### src/rtl/emif_avmm_arbiter.sv
// rtl/emif_avmm_arbiter.sv - two-requester round-robin Avalon-MM arbiter onto one EMIF port
// Read responses are steered back to their requester through an in-order owner tag FIFO.
module emif_avmm_arbiter #(
  parameter int RD_DEPTH = 8,
  parameter int ADDR_W   = 26,
  parameter int DATA_W   = 64
) (
  input  logic                      Clk_400,
  input  logic                      SoftReset_n,
  input  logic [ADDR_W-1:0]         m0_address,
  input  logic                      m0_read,
  input  logic                      m0_write,
  input  logic [DATA_W-1:0]         m0_writedata,
  input  logic [DATA_W/8-1:0]       m0_byteenable,
  output logic                      m0_waitrequest,
  output logic [DATA_W-1:0]         m0_readdata,
  output logic                      m0_readdatavalid,
  input  logic [ADDR_W-1:0]         m1_address,
  input  logic                      m1_read,
  input  logic                      m1_write,
  input  logic [DATA_W-1:0]         m1_writedata,
  input  logic [DATA_W/8-1:0]       m1_byteenable,
  output logic                      m1_waitrequest,
  output logic [DATA_W-1:0]         m1_readdata,
  output logic                      m1_readdatavalid,
  output logic [ADDR_W-1:0]         avs_address,
  output logic                      avs_read,
  output logic                      avs_write,
  output logic [DATA_W-1:0]         avs_writedata,
  output logic [DATA_W/8-1:0]       avs_byteenable,
  output logic [11:0]               avs_burstcount,
  input  logic                      avs_waitrequest,
  input  logic [DATA_W-1:0]         avs_readdata,
  input  logic                      avs_readdatavalid,
  output logic [$clog2(RD_DEPTH):0] rd_outstanding,
  output logic                      arb_err
);

  localparam int BE_W  = DATA_W / 8;
  localparam int CNT_W = $clog2(RD_DEPTH) + 1;
  localparam int PTR_W = (RD_DEPTH > 1) ? $clog2(RD_DEPTH) : 1;
  localparam logic [CNT_W-1:0] CNT_ONE  = CNT_W'(1);
  localparam logic [CNT_W-1:0] CNT_MAX  = CNT_W'(RD_DEPTH);
  localparam logic [PTR_W-1:0] PTR_ONE  = PTR_W'(1);
  localparam logic [PTR_W-1:0] PTR_LAST = PTR_W'(RD_DEPTH - 1);

  typedef enum logic {IDLE, HOLD} state_t;

  state_t              state_q, state_d;
  logic                owner_q, owner_d;
  logic                last_grant_q, last_grant_d;
  logic [ADDR_W-1:0]   avs_address_q, avs_address_d;
  logic                avs_read_q, avs_read_d;
  logic                avs_write_q, avs_write_d;
  logic [DATA_W-1:0]   avs_writedata_q, avs_writedata_d;
  logic [BE_W-1:0]     avs_byteenable_q, avs_byteenable_d;
  logic [11:0]         avs_burstcount_q, avs_burstcount_d;
  logic                tag_q [RD_DEPTH];
  logic                tag_d [RD_DEPTH];
  logic [PTR_W-1:0]    wr_ptr_q, wr_ptr_d;
  logic [PTR_W-1:0]    rd_ptr_q, rd_ptr_d;
  logic [CNT_W-1:0]    cnt_q, cnt_d;
  logic                err_q, err_d;
  logic                m0_rvalid_q, m0_rvalid_d;
  logic                m1_rvalid_q, m1_rvalid_d;
  logic [DATA_W-1:0]   m0_rdata_q, m0_rdata_d;
  logic [DATA_W-1:0]   m1_rdata_q, m1_rdata_d;

  logic rd_ok, el0, el1, gnt, sel_rd, sel_wr, accept, push, pop, head;

  // A requester showing both read and write competes as a read.
  assign rd_ok  = cnt_q < CNT_MAX;
  assign el0    = m0_read ? rd_ok : m0_write;
  assign el1    = m1_read ? rd_ok : m1_write;
  assign gnt    = (el0 && el1) ? ~last_grant_q : el1;
  assign sel_rd = gnt ? m1_read : m0_read;
  assign sel_wr = gnt ? m1_write : m0_write;
  assign accept = (state_q == HOLD) && !avs_waitrequest;
  assign push   = accept && avs_read_q;
  assign pop    = avs_readdatavalid && (cnt_q != '0);
  assign head   = tag_q[rd_ptr_q];

  function automatic logic [PTR_W-1:0] ptr_inc(input logic [PTR_W-1:0] p);
    return (p == PTR_LAST) ? '0 : p + PTR_ONE;
  endfunction

  always_comb begin
    state_d          = state_q;
    owner_d          = owner_q;
    last_grant_d     = last_grant_q;
    avs_address_d    = avs_address_q;
    avs_read_d       = avs_read_q;
    avs_write_d      = avs_write_q;
    avs_writedata_d  = avs_writedata_q;
    avs_byteenable_d = avs_byteenable_q;
    avs_burstcount_d = avs_burstcount_q;
    tag_d            = tag_q;
    wr_ptr_d         = wr_ptr_q;
    rd_ptr_d         = rd_ptr_q;
    cnt_d            = cnt_q;
    err_d            = err_q;
    m0_rvalid_d      = 1'b0;
    m1_rvalid_d      = 1'b0;
    m0_rdata_d       = m0_rdata_q;
    m1_rdata_d       = m1_rdata_q;

    case (state_q)
      IDLE: begin
        if (el0 || el1) begin
          state_d          = HOLD;
          owner_d          = gnt;
          last_grant_d     = gnt;
          avs_address_d    = gnt ? m1_address : m0_address;
          avs_writedata_d  = gnt ? m1_writedata : m0_writedata;
          avs_byteenable_d = gnt ? m1_byteenable : m0_byteenable;
          avs_read_d       = sel_rd;
          avs_write_d      = sel_wr && !sel_rd;
          avs_burstcount_d = 12'd1;
          if (sel_rd && sel_wr) err_d = 1'b1;
        end
      end
      HOLD: begin
        if (!avs_waitrequest) begin
          state_d          = IDLE;
          avs_read_d       = 1'b0;
          avs_write_d      = 1'b0;
          avs_burstcount_d = 12'd0;
        end
      end
      default: state_d = IDLE;
    endcase

    if (push) begin
      tag_d[wr_ptr_q] = owner_q;
      wr_ptr_d        = ptr_inc(wr_ptr_q);
    end
    if (pop) rd_ptr_d = ptr_inc(rd_ptr_q);
    if (push && !pop) cnt_d = cnt_q + CNT_ONE;
    else if (pop && !push) cnt_d = cnt_q - CNT_ONE;

    // Data arriving with no tag has no owner and is dropped.
    if (avs_readdatavalid && !pop) err_d = 1'b1;
    if (pop && !head) begin
      m0_rvalid_d = 1'b1;
      m0_rdata_d  = avs_readdata;
    end
    if (pop && head) begin
      m1_rvalid_d = 1'b1;
      m1_rdata_d  = avs_readdata;
    end
  end

  always_ff @(posedge Clk_400 or negedge SoftReset_n) begin
    if (!SoftReset_n) begin
      state_q          <= IDLE;
      owner_q          <= 1'b0;
      last_grant_q     <= 1'b1;
      avs_address_q    <= '0;
      avs_read_q       <= 1'b0;
      avs_write_q      <= 1'b0;
      avs_writedata_q  <= '0;
      avs_byteenable_q <= '0;
      avs_burstcount_q <= 12'd0;
      tag_q            <= '{default: 1'b0};
      wr_ptr_q         <= '0;
      rd_ptr_q         <= '0;
      cnt_q            <= '0;
      err_q            <= 1'b0;
      m0_rvalid_q      <= 1'b0;
      m1_rvalid_q      <= 1'b0;
      m0_rdata_q       <= '0;
      m1_rdata_q       <= '0;
    end else begin
      state_q          <= state_d;
      owner_q          <= owner_d;
      last_grant_q     <= last_grant_d;
      avs_address_q    <= avs_address_d;
      avs_read_q       <= avs_read_d;
      avs_write_q      <= avs_write_d;
      avs_writedata_q  <= avs_writedata_d;
      avs_byteenable_q <= avs_byteenable_d;
      avs_burstcount_q <= avs_burstcount_d;
      tag_q            <= tag_d;
      wr_ptr_q         <= wr_ptr_d;
      rd_ptr_q         <= rd_ptr_d;
      cnt_q            <= cnt_d;
      err_q            <= err_d;
      m0_rvalid_q      <= m0_rvalid_d;
      m1_rvalid_q      <= m1_rvalid_d;
      m0_rdata_q       <= m0_rdata_d;
      m1_rdata_q       <= m1_rdata_d;
    end
  end

  assign m0_waitrequest   = !(accept && !owner_q);
  assign m1_waitrequest   = !(accept && owner_q);
  assign m0_readdata      = m0_rdata_q;
  assign m1_readdata      = m1_rdata_q;
  assign m0_readdatavalid = m0_rvalid_q;
  assign m1_readdatavalid = m1_rvalid_q;
  assign avs_address      = avs_address_q;
  assign avs_read         = avs_read_q;
  assign avs_write        = avs_write_q;
  assign avs_writedata    = avs_writedata_q;
  assign avs_byteenable   = avs_byteenable_q;
  assign avs_burstcount   = avs_burstcount_q;
  assign rd_outstanding   = cnt_q;
  assign arb_err          = err_q;

endmodule

### config.mk
export PLATFORM = sky130hd
export DESIGN_NAME = emif_avmm_arbiter
export DESIGN_NICKNAME = d
export VERILOG_FILES = /design/src/rtl/emif_avmm_arbiter.sv
export SDC_FILE = /design/constraint.sdc
export NUM_CORES = 1
export LEC_CHECK = 0
export BUFFER_PORTS_ARGS = -buffer_cell sky130_fd_sc_hd__buf_2
export CAP_MARGIN = 20
export CORE_AREA = 2 2 200 202
export CTS_CLUSTER_SIZE = 28
export DETAILED_ROUTE_END_ITERATION = 6
export DIE_AREA = 0 0 202 204
export HOLD_SLACK_MARGIN = 0.06
export PLACE_DENSITY_LB_ADDON = 0.2
export SLEW_MARGIN = 20
export SYNTH_ARGS = -nofsm -noshare
export SYNTH_HDL_FRONTEND = slang
export SYNTH_SLANG_ARGS = --single-unit
### constraint.sdc
create_clock -name Clk_400 -period 6.3 [get_ports Clk_400]
set_input_delay 1.26 -clock Clk_400 [delete_from_list [all_inputs] [get_ports Clk_400]]
set_output_delay 1.26 -clock Clk_400 [all_outputs]
set_load 0.05 [all_outputs]
* Yosys cells after proc, flatten, opt, wreduce, memory -nomap -nowiden
Cells that the tools add are included.
** Word-level totals
- Logic and storage cells :: 107
- Output and inout bits :: 249
- Input port bits :: 268
- Bits in registers :: 264
** Cells by class
- Eq/ne operators :: 5
- Multiplexer cells :: 35
- $add $sub $neg :: 4
- Order comparisons :: 4
- Bitwise gates (word level) :: 4
- Reductions and logical operators :: 30
** Operators by type and width (count)
- 2-to-1 mux 64 bit :: 1
- 2-to-1 mux 26 bit :: 1
- 2-to-1 mux 12 bit :: 2
- case mux 12 bit (2 select lines) :: 1
- 2-to-1 mux 1 bit :: 19
- logical AND 1 bit :: 14
- bitwise mux 8 bit :: 1
- >= comparator 4 bit, second input constant :: 2
- logical NOT 1 bit :: 8
- 2-to-1 mux 4 bit :: 2
- 2-to-1 mux 8 bit :: 1
- inverter 3 -> 4 bit :: 2
- adder 3 x 1 -> 3 bit, second input constant :: 2
- equality test 3 bit, second input constant :: 2
- 2-to-1 mux 3 bit :: 2
- case mux 1 bit (2 select lines) :: 3
- nonzero test 2 bit :: 3
- adder 4 x 1 -> 4 bit, second input constant :: 1
- less-than comparator 4 x 1 -> 1 bit, second input constant :: 1
- less-than comparator 4 bit, second input constant :: 1
- inequality test 2 bit, second input constant :: 2
- AND reduction 2 bit :: 2
- nonzero test 4 bit :: 1
- subtractor 4 x 1 -> 4 bit, second input constant :: 1
- other kinds (6) :: 7

* Depth between registers and ports, before layout
Gate-level depths: netlist (run 1).
- Word-level depth :: 10
- Mapped depth :: 11
- Depth with buffers taken out :: 11

* Worst setup path before layout (run 1)
Ideal clock, no wire load.
- Path kind :: input-to-output
- Start point :: input port avs_waitrequest
- End point :: output port m0_waitrequest
- Path buffers :: 0
- Slack :: 3221 ps
- Stages on the path :: 2
- Data required time :: 5040 ps
- Data arrival time :: 1819 ps
- Cells stage by stage :: nor2b_1 -> nand2_1
** On the way
- Word-level cells in the longest chain between the ends :: 4
** Ends and longest elaborated chain
- start: declaration :: line 32 : input logic avs_waitrequest,
- logical NOT 1 bit
- logical AND 1 bit :: line 78 : assign accept = (state_q == HOLD) && !avs_waitrequest;
- logical AND 1 bit :: line 195 : assign m0_waitrequest = !(accept && !owner_q);
- logical NOT 1 bit :: line 195
- end: declaration :: line 15 : output logic m0_waitrequest,
No other way between the ends.

* Final worst setup path (run 1)
Same ends and word-level chain as after synthesis.

==> results of run 1 <==
-- sequential cells by signal, summed over array words and instances (netlist names) --
| signal | flops |
|---|---|
| avs_writedata | 64 |
| m0_readdata | 64 |
| m1_readdata | 64 |
| avs_address | 26 |
| avs_byteenable | 8 |
| tag_q | 8 |
| rd_outstanding | 4 |
| rd_ptr_q | 3 |
| wr_ptr_q | 3 |
| arb_err | 1 |
| avs_burstcount | 1 |
| avs_read | 1 |
| avs_write | 1 |
| last_grant_q | 1 |
| m0_readdatavalid | 1 |
| m1_readdatavalid | 1 |
| owner_q | 1 |
| state_q | 1 |
-- power by group --
group          switching [W]  internal [W]
logic                0.00409       0.00170
clock network       0.000711       0.00103
registers           0.000485       0.00244
-- metrics by stage --
| stage | worst slack, ps | area, um2 | std cells |
|---|---|---|---|
| finish | 3066 | 14860 | 1881 |
| global route | 2975 | 14860 | 1881 |
| CTS | 3053 | 14840 | 1880 |
| detailed placement | 2756 | 13850 | 1824 |
| global placement | 2792 | 13850 | 1824 |
| floorplan | 3221 | 10960 | 850 |
-- layer usage --
metal / vias to the layer above / track usage, % / share of wire, %
met5: - / 0 / 0.12
met4: 6 / 4.097 / 2.3
met3: 68 / 5.756 / 9.6
met2: 349 / 26.50 / 47
met1: 3976 / 20.06 / 41
li1: 3889 / - / -
-- path summary, 6_finish.rpt --
| check | from | end | depth (start not counted) |
|---|---|---|---|
| setup / recovery | avs_waitrequest | m0_waitrequest | 4 |
| setup reg to reg | rd_outstanding[3] | m1_readdata[1] | 5 |
| hold / removal | arb_err | arb_err | 2 |
| hold reg to reg | arb_err | arb_err | 2 |
| min in group asynchronous | SoftReset_n | m1_readdata[26] | 1 |
| max in group asynchronous | SoftReset_n | avs_writedata[1] | 2 |
-- cell type report --
cell class              count  area (um2)  area share, %
clock inverters            16       138.9         0.9346
clock buffers              40       849.6          5.717
flip-flops and latches    253        6332          42.61
inverters                   7       26.28         0.1768
repair buffers            513        2648          17.82
well taps                 525       656.9          4.420
multi-input cells         527        4209          28.32
-- layout by cell type (no fill, tap or decap), types with 3 or more instances in the layout --
master | Yosys | routed
sky130_fd_sc_hd__nand2_1 | 9 | 9
sky130_fd_sc_hd__clkbuf_8 | 0 | 4
sky130_fd_sc_hd__clkbuf_16 | 0 | 31
sky130_fd_sc_hd__o21ai_0 | 6 | 6
sky130_fd_sc_hd__nor2_1 | 107 | 107
sky130_fd_sc_hd__mux2_2 | 90 | 90
sky130_fd_sc_hd__dfrtp_1 | 252 | 252
sky130_fd_sc_hd__inv_1 | 7 | 7
sky130_fd_sc_hd__mux2_4 | 49 | 49
sky130_fd_sc_hd__ha_1 | 7 | 7
sky130_fd_sc_hd__buf_4 | 12 | 4
sky130_fd_sc_hd__clkbuf_1 | 9 | 5
sky130_fd_sc_hd__nand2b_1 | 6 | 6
sky130_fd_sc_hd__conb_1 | 1 | 11
sky130_fd_sc_hd__buf_12 | 0 | 4
sky130_fd_sc_hd__nand3_1 | 5 | 5
sky130_fd_sc_hd__nand3b_1 | 4 | 4
sky130_fd_sc_hd__buf_2 | 29 | 504
sky130_fd_sc_hd__clkinv_2 | 0 | 11
sky130_fd_sc_hd__a21oi_1 | 103 | 103
sky130_fd_sc_hd__nor3_1 | 4 | 4
sky130_fd_sc_hd__a21o_1 | 3 | 3
sky130_fd_sc_hd__mux2i_1 | 103 | 103
sky130_fd_sc_hd__xnor2_1 | 3 | 3
-- worst reg2reg max path: cells and delay by family, from the launching register on --
family | cells | cell delay [ps]
multiplexers | 1 | 390
AND/OR/NAND/NOR | 3 | 1590
buffers and inverters | 1 | 510
flip-flops | 1 | 480
-- logic make-up (layout without fill, tap and decap cells) --
family,count (synthesis),in the layout,share of synthesized area [%]
other,1,11,0.03434
flip-flops,253,253,57.99
multiplexers,242,242,25.46
buffers and inverters,70,576,4.045
XOR/XNOR,4,4,0.3209
AO/OA/AOI/OAI,118,118,5.603
AND/OR/NAND/NOR,144,144,5.558
adder cells (fa/ha/maj),8,8,0.9854
==> summary.md, run 1 <==
- simple AND/OR/NAND/NOR gates — family with the most delay on the worst path
- sky130_fd_sc_hd__nor2b_1 — library cell contributing the largest single delay on the critical path
- 290 ps — crit-path max cell delay
- 550 ps — clock latency reported for the late side of the worst-skew pair
- 0 — number of pins with negative max-slew slack in the final report
- sky130_fd_sc_hd__dfrtp_1, sky130_fd_sc_hd__nor2_1, sky130_fd_sc_hd__a21oi_1, sky130_fd_sc_hd__mux2i_1, sky130_fd_sc_hd__mux2_2 — leading post-synthesis cells by instance count
- finished clean — result of the run
- 3 — maximum number of buffers from clock root to sink
- 0.8003 — RD Place Congestion
- 13.00 um2 — synthesized area divided by synthesized cell count
- 51.33% — portion of the clock cycle consumed by the worst path in the final layout
- sky130_fd_sc_hd__dfrtp_1, sky130_fd_sc_hd__mux2i_1, sky130_fd_sc_hd__mux2_2 — dominant cells by area after synthesis
- in -> out — Crit Path Category
- 41210 um2 — Die Footprint
- 0 — number of warnings printed during yosys synthesis
- 474.4 ps — hold_ws
- 0 — Hold-fix buffers, CTS
- 4.406 — average via count per standard cell
- 3868 — fill cell instance count of the final layout
- false — setup repair after global routing missed its margin
- 100.0% — FFs w/ async S/R, synth
- 36.09% — Area Overhead vs Synth
- 1608 — net total in the final layout
- 253 — post-synthesis sequential element count
- 309.2 MHz — FMAX
- 10920 um2 — cell area after synthesis
- 0 — Final Hold Vio Count
- 57.75% — Yosys top cell area share
- 7.560 nW — Static Leakage
- 204 um — chip height
- 703.8 nW/um2 — power per cell area
- 34480 um — Total Wirelength
- 0 — Max-Cap Viols
- 840 — number of standard cells after synthesis
- 39180 um2 — core region area
- 2 — Buf+Inv Stages, Crit Path
- 60 ps — post-CTS clock slew at the launch and capture registers of the worst setup and hold paths
- 3234 ps — final worst path period need
- 0 — post-CTS setup buffers
- reg -> reg — worst min-delay path class
- 33 — number of distinct standard cells referenced by the synthesized netlist
- 0 — number of gates resized after cts
- 8288 — total number of vias
- 27.87% — effective utilization at floorplan
- 52.21% — layout cell share with drive strength beyond 1
- output port — nature of the critical path endpoint
- 73 — Site Rows
- 57.99% — share of the yosys chip area belonging to registers
- 0 — total congestion overflow after global routing
- 4 — drt first pass iters
- 1 — H-tree lvl count
- 0 — number of flops mapped to enable cells by yosys
- 505 — PortBufs
- 18.33 um — Routed wire per std cell
- done — TritonCTS clock tree
- sky130_fd_sc_hd__buf_2 — most frequent cell on the critical path
- 25750 um — half-perimeter wire length after detailed placement
- buf_2 -> nor2b_1 -> nand2_1 -> buf_2 — worst-path cell chain
- 0.0002530 V — Peak VDD IR
- 3210 ps — Register-to-Register Setup Slack
- 517 — ports placed on the boundary
- 958.9 ps — transition at the pin with the smallest max-transition slack
- 0 — number of nets with antenna violations after routing
- 10 — number of antenna violations at the first check in global routing
- sky130_fd_sc_hd__dfrtp_1 — top cell type by total area after synthesis
- 16.08% — global-route usage over all layers
- 202 um — die extent in x
- 0 ps — setup total negative slack
- 8373 — number of global-route vias before repair
- sky130_fd_sc_hd__clkbuf_16 — clock root cell
- 5 — largest fanout of any net on the critical path
- sky130_fd_sc_hd__dfrtp_1 — main flop type after synthesis
- sky130_fd_sc_hd__dfrtp_1 — cell with the most instances after synthesis
- 0 — # diodes
- 36.07% — Max transition margin
- 0 — Residual DRC
- 5040 ps — CP required
- 37.93% — Final Core Density
- 0 — final setup vio count
- 30 — number of CTS-inserted buffers
- 9.793 ps — post-route clock skew
- 0.01046 W — Pwr Total
- input pin — kind of launch point of the worst setup path
- 1970 ps — Crit path arrival time
- 292 — DRC violation total after the first TritonRoute iteration
- 192 — largest net degree at the start of global routing
- 253 — count of clock tree sinks
- 51760 um — global-route wire length before repair
Power figures use the tool's default switching activity.
==> run 2, diff against run 1 <==
==> constraint.sdc (replaced) <==
create_clock -name Clk_400 -period 2.9 [get_ports Clk_400]
set_input_delay 0.58 -clock Clk_400 [delete_from_list [all_inputs] [get_ports Clk_400]]
set_output_delay 0.58 -clock Clk_400 [all_outputs]
set_load 0.05 [all_outputs]
==> run 2 against run 1 <==
Compared with the run above:
- core utilization rose by 0.67 points
- count of clock-buffer cells in the layout fell by 1
- clock skew rose by 6.2 ps
- design area rose by 1.8%
- sequential share of layout area fell by 0.74 points
- via count rose by 0.81%
- critical path type is now reg -> reg
- critical endpoint is now m1_readdata[1]
- die area did not move
==> summary.md, run 2 (synthesis results as in run 1) <==
- 1 — Hold-fix buffers, CTS, was 0
- 2388 ps — final worst path period need
- 35280 um — Total Wirelength, was 34480 um
- 20 — largest fanout of any net on the critical path, was 5
- 16.69% — global-route usage over all layers, was 16.08%
- 2820 ps — Crit path arrival time, was 1970 ps
- 0.0006201 V — Peak VDD IR, was 0.0002530 V
- 253 — count of clock tree sinks, unchanged
- m1_readdata[27] — end point of the most critical hold path, was arb_err
- 0 — post-CTS setup buffers, unchanged
- 0 — number of pins with negative max-slew slack in the final report, unchanged
- 510 ps — Register-to-Register Setup Slack, was 3210 ps
- in -> reg — worst min-delay path class, was reg -> reg
- sky130_fd_sc_hd__buf_2, sky130_fd_sc_hd__dfrtp_1, sky130_fd_sc_hd__nor2_1, sky130_fd_sc_hd__mux2i_1, sky130_fd_sc_hd__a21oi_1 — leading cell types in the layout, fill and taps excluded, unchanged
- 1634 — net total in the final layout, was 1608
- 0 — Residual DRC, unchanged
- 7.711 nW — Static Leakage, was 7.560 nW
- 505 — PortBufs, unchanged
- 204 um — chip height, unchanged
- 4 — drt first pass iters, unchanged
- sky130_fd_sc_hd__buf_2 — leading cell type in the layout, fill and taps excluded, unchanged
- 39180 um2 — core region area, unchanged
- 3 — maximum number of buffers from clock root to sink, unchanged
- 0 — final setup vio count, unchanged
- 38.50% — Area Overhead vs Synth, was 36.09%
- 27440 um — half-perimeter wire length after detailed placement, was 25750 um
- 418.8 MHz — FMAX
- 0 — total congestion overflow after global routing, unchanged
- m1_readdata[1] — reg2reg end, unchanged
- 0 — number of gates resized after cts, unchanged
- 0 — Final Hold Vio Count, unchanged
- rd_outstanding[3] — startpoint of the most critical register-to-register path, unchanged
- 58.50% — Max transition margin, was 36.07%
- 72 — largest net degree at the start of global routing, was 192
- finished clean — result of the run, unchanged
- sky130_fd_sc_hd__clkbuf_16 — clock root cell, unchanged
- 60 ps — post-CTS clock slew at the launch and capture registers of the worst setup and hold paths, about the same
- 53010 um — global-route wire length before repair, was 51760 um
- 1515 nW/um2 — power per cell area, was 703.8 nW/um2
- 0.02291 W — Pwr Total, was 0.01046 W
- 1 — H-tree lvl count, unchanged
- 202 um — die extent in x, unchanged
- 6 — depth of the worst register-to-register path, was 5
- 15.95 ps — post-route clock skew, was 9.793 ps
- register — nature of the critical path endpoint, was output port
- 0.8219 — RD Place Congestion, was 0.8003
- 0 — Max-Cap Viols, unchanged
- register — kind of launch point of the worst setup path, was input pin
- done — TritonCTS clock tree, unchanged
- 41210 um2 — Die Footprint, unchanged
- 38.60% — Final Core Density, was 37.93%
- false — setup repair after global routing missed its margin, unchanged
- 16 — number of antenna violations at the first check in global routing, was 10
- reg -> reg — Crit Path Category, was in -> out
- 4.379 — average via count per standard cell, was 4.406
- 621.2 ps — transition at the pin with the smallest max-transition slack, was 958.9 ps
- 517 — ports placed on the boundary, unchanged
- 8355 — total number of vias, was 8288
- 0 ps — setup total negative slack, unchanged
- 18.49 um — Routed wire per std cell, was 18.33 um
- 27.87% — effective utilization at floorplan, unchanged
- 53.08% — layout cell share with drive strength beyond 1, was 52.21%
- 29 — number of CTS-inserted buffers, was 30
- 82.33% — portion of the clock cycle consumed by the worst path in the final layout
- 550 ps — clock latency reported for the late side of the worst-skew pair, about the same
- 2 — Hold Path Cell Cnt, unchanged
- avs_readdata[27] — hold path startpoint, was arb_err
- 261 — DRC violation total after the first TritonRoute iteration, was 292
- 73 — Site Rows, unchanged
- 8619 — number of global-route vias before repair, was 8373
- 3330 ps — CP required, was 5040 ps
- 0 — number of nets with antenna violations after routing, unchanged
-- run 2: metrics by stage --
stage / std cells / hold slack (ps) / setup slack, ps / area [um2]
floorplan: 850 / 284.4 / 386.5 / 10960
global placement: 1851 / 484.2 / 396.2 / 14130
detailed placement: 1851 / 486.7 / 415.9 / 14130
CTS: 1904 / 234.5 / 491.3 / 15110
global route: 1907 / 242.7 / 344.2 / 15120
finish: 1908 / 277.0 / 512.5 / 15120
-- run 2: area by class of cell --
class / instances / area, um2
flip-flops and latches: 253 / 6332
well taps: 525 / 656.9
inverters: 7 / 26.28
fillers: 3916 / 24060
clock inverters: 13 / 140.1
diodes: 4 / 10.01
clock buffers: 39 / 833.3
multi-input cells: 527 / 4209
repair buffers: 540 / 2915
-- run 2: power breakdown --
part,switching [W],internal (W),total (W)
Sequential,0.00103,0.00531,0.00633
Clock,0.00148,0.00226,0.00374
Combinational,0.00897,0.00386,0.0128
Total,0.0115,0.0114,0.0229
-- run 2: how the worst max path moves through the flow --
stage	depth (start not counted)	startpoint	endpoint	slack, ps
final	6	rd_outstanding[3]	m1_readdata[1]	510
after global routing	10	rd_outstanding[3]	rd_outstanding[3]	340
after CTS	6	rd_outstanding[3]	m1_readdata[10]	490
after detailed placement	12	avs_waitrequest	rd_outstanding[3]	420
after global placement	12	avs_waitrequest	rd_outstanding[3]	400
after floorplan	11	rd_outstanding[0]	rd_outstanding[3]	390
-- run 2: routing by layer --
layer  vias up  GRT usage (%)  share of wire [%]
met5         -              0               0.27
met4        14          5.699                3.1
met3        79          5.915                9.2
met2       355          27.28                 46
met1      3962          20.46                 41
li1       3945              -                  -
-- run 2: worst max-delay path: stages, from the launching register on --
cell	delay (ps)
sky130_fd_sc_hd__dfrtp_1	450
sky130_fd_sc_hd__nor4_1	350
sky130_fd_sc_hd__nand2b_1	200
sky130_fd_sc_hd__buf_4	180
sky130_fd_sc_hd__or2_4	400
sky130_fd_sc_hd__buf_4	320
sky130_fd_sc_hd__mux2_2	350
==> run 3, diff against run 2 <==
==> constraint.sdc (replaced) <==
create_clock -name Clk_400 -period 2.3 [get_ports Clk_400]
set_input_delay 0.46 -clock Clk_400 [delete_from_list [all_inputs] [get_ports Clk_400]]
set_output_delay 0.46 -clock Clk_400 [all_outputs]
set_load 0.05 [all_outputs]
==> run 3 against run 2 <==
Compared with the run above:
- sequential share of layout area down 0.41 points
- count of clock-buffer cells in the layout is 7 higher
- cell count rose by 0.31%
- setup slack worse by 400 ps
- die area is the same
- sequential power rose by 26%
- register-to-register slack got worse by 400 ps
- combinational power up 28%
- hold slack lost 130 ps
==> summary.md, run 3 (synthesis results as in run 1) <==
- 16.16% — global-route usage over all layers, was 16.69%
- 247 — DRC violation total after the first TritonRoute iteration, was 261
- 0 — final setup vio count, unchanged
- 0 — number of pins with negative max-slew slack in the final report, unchanged
- 4 — drt first pass iters, unchanged
- 60 ps — post-CTS clock slew at the launch and capture registers of the worst setup and hold paths, about the same
- 0 ps — setup total negative slack, unchanged
- 420 ps — crit-path max cell delay, was 450 ps
- 570 ps — clock latency reported for the late side of the worst-skew pair, was 550 ps
- nor4_4 -> nand2b_4 -> ha_4 -> inv_2 -> ha_1 -> a21o_1 -> a21oi_2 -> xnor2_1 -> nor2_1 -> xor2_1 — worst-path cell chain, was nor4_1 -> nand2b_1 -> buf_4 -> or2_4 -> buf_4 -> mux2_2
- 18.11 um — Routed wire per std cell, was 18.49 um
- sky130_fd_sc_hd__clkbuf_16 — clock root cell, unchanged
- 13 — number of antenna violations at the first check in global routing, was 16
- m1_readdata[7] — end point of the most critical hold path, was m1_readdata[27]
- 458.1 MHz — FMAX, was 418.8 MHz
- 253 — count of clock tree sinks, unchanged
- rd_outstanding[3] — Worst setup startpoint, unchanged
- rd_outstanding[3] — reg2reg end, was m1_readdata[1]
- 27.87% — effective utilization at floorplan, unchanged
- 1 — H-tree lvl count, unchanged
- 204 um — chip height, unchanged
- 30 — number of CTS-inserted buffers, was 29
- 34660 um — Total Wirelength, was 35280 um
- reg -> reg — Crit Path Category, unchanged
- 505 — PortBufs, unchanged
- 517 — ports placed on the boundary, unchanged
- done — TritonCTS clock tree, unchanged
- in -> reg — worst min-delay path class, unchanged
- 58 — largest net degree at the start of global routing, was 72
- 41210 um2 — Die Footprint, unchanged
- 1641 — net total in the final layout, was 1634
- 0.8086 — RD Place Congestion, was 0.8219
- 39.01% — Final Core Density, was 38.60%
- 31.99 ps — post-route clock skew, was 15.95 ps
- 8405 — total number of vias, was 8355
- sky130_fd_sc_hd__buf_2, sky130_fd_sc_hd__dfrtp_1, sky130_fd_sc_hd__nor2_1, sky130_fd_sc_hd__mux2i_1, sky130_fd_sc_hd__a21oi_1 — leading cell types in the layout, fill and taps excluded, unchanged
- sky130_fd_sc_hd__buf_2 — leading cell type in the layout, fill and taps excluded, unchanged
- 2750 ps — CP required, was 3330 ps
- 0 — Residual DRC, unchanged
- avs_readdata[7] — hold path startpoint, was avs_readdata[27]
- 39180 um2 — core region area, unchanged
- 7.751 nW — Static Leakage, was 7.711 nW
- 0.0007242 V — Peak VDD IR, was 0.0006201 V
- 0 — total congestion overflow after global routing, unchanged
- 26900 um — half-perimeter wire length after detailed placement, was 27440 um
- 3 — maximum number of buffers from clock root to sink, unchanged
- 73 — Site Rows, unchanged
- 51940 um — global-route wire length before repair, was 53010 um
- finished clean — result of the run, unchanged
- 2 — Hold Path Cell Cnt, unchanged
- sky130_fd_sc_hd__dfrtp_2 — library cell contributing the largest single delay on the critical path, was sky130_fd_sc_hd__dfrtp_1
- 10 — depth of the worst register-to-register path, was 6
- 120 ps — Register-to-Register Setup Slack, was 510 ps
- 0 — Max-Cap Viols, unchanged
- 0 — number of nets with antenna violations after routing, unchanged
- 3888 — fill cell instance count of the final layout, was 3916
- register — nature of the critical path endpoint, unchanged
- 39.99% — Area Overhead vs Synth, was 38.50%
- 2183 ps — final worst path period need, was 2388 ps
- 53.71% — layout cell share with drive strength beyond 1, was 53.08%
- 6337 um2 — Register Area, was 6332 um2
- 2630 ps — Crit path arrival time, was 2820 ps
- 4248 um2 — area occupied by multi-input gates, was 4209 um2
- 1902 nW/um2 — power per cell area, was 1515 nW/um2
- 0 — Final Hold Vio Count, unchanged
- rd_outstanding[3] — startpoint of the most critical register-to-register path, unchanged
- 94.92% — portion of the clock cycle consumed by the worst path in the final layout, was 82.33%
- 202 um — die extent in x, unchanged
- 3 — largest fanout of any net on the critical path, was 20
- 4.391 — average via count per standard cell, was 4.379
- 8470 — number of global-route vias before repair, was 8619
- register — kind of launch point of the worst setup path, unchanged
- false — setup repair after global routing missed its margin, unchanged
## run 3: cell count changes in the layout (fill, tap and decap cells not counted), sizes merged
cell and change:
clkinvlp +2, diode -2, bufinv -2, buf +6, clkbuf +7, clkinv -5
## run 3: final cells by class
type                    count  share of cell area, %
clock buffers              46                  5.967
multi-input cells         527                  27.79
clock inverters             8                 0.5075
repair buffers            546                  19.78
flip-flops and latches    253                  41.46
inverters                   7                 0.1719
diodes                      2                0.03274
well taps                 525                  4.297
## run 3: per-layer routing
metal / wire [um] / vias to the layer above / track usage (%)
met5: 37 / - / 0
met4: 833 / 6 / 4.228
met3: 3316 / 59 / 5.612
met2: 16690 / 357 / 27.32
met1: 13780 / 4023 / 19.64
li1: - / 3960 / -
## run 3: how the worst max path moves through the flow
stage                                   end  slack [ps]  cells after the start
final                     rd_outstanding[3]         120                     10
after global routing      rd_outstanding[3]          10                     10
after CTS                 rd_outstanding[3]          20                     10
after detailed placement  rd_outstanding[3]          30                     10
after global placement    rd_outstanding[3]         100                     12
after floorplan           rd_outstanding[3]          20                     11
## run 3: power by group
part / internal, W / switching (W)
logic: 0.00503 / 0.0113
clock network: 0.00282 / 0.00187
registers: 0.00670 / 0.00130
total: 0.0146 / 0.0145
## run 3: worst max-delay path: cells and delay by family, from the launching register on
family	cells	cell delay (ps)
AND/OR/NAND/NOR	3	580
flip-flops	1	420
adder cells (fa/ha/maj)	2	410
AO/OA/AOI/OAI	2	320
XOR/XNOR	2	290
buffers and inverters	1	50
## run 3: per-stage QoR
step	cell area [um2]	total power [W]	cells	hold slack, ps	setup WS [ps]
finish	15290	0.02908	1914	142.1	117.0
global placement	14250	0.02439	1855	428.7	104.6
CTS	15250	0.02937	1910	105.5	19.50
floorplan	10980	0.02033	850	164.4	17.27
detailed placement	14250	0.02454	1855	430.9	34.13
global route	15280	0.03059	1913	115.9	12.67
## run 3: timing repair
item	CTS	global route
endpoints found under the hold margin	45	0
buffers inserted	0	2
hold buffers	1	0
resized for setup	0	3
endpoints found under the setup margin	0	3
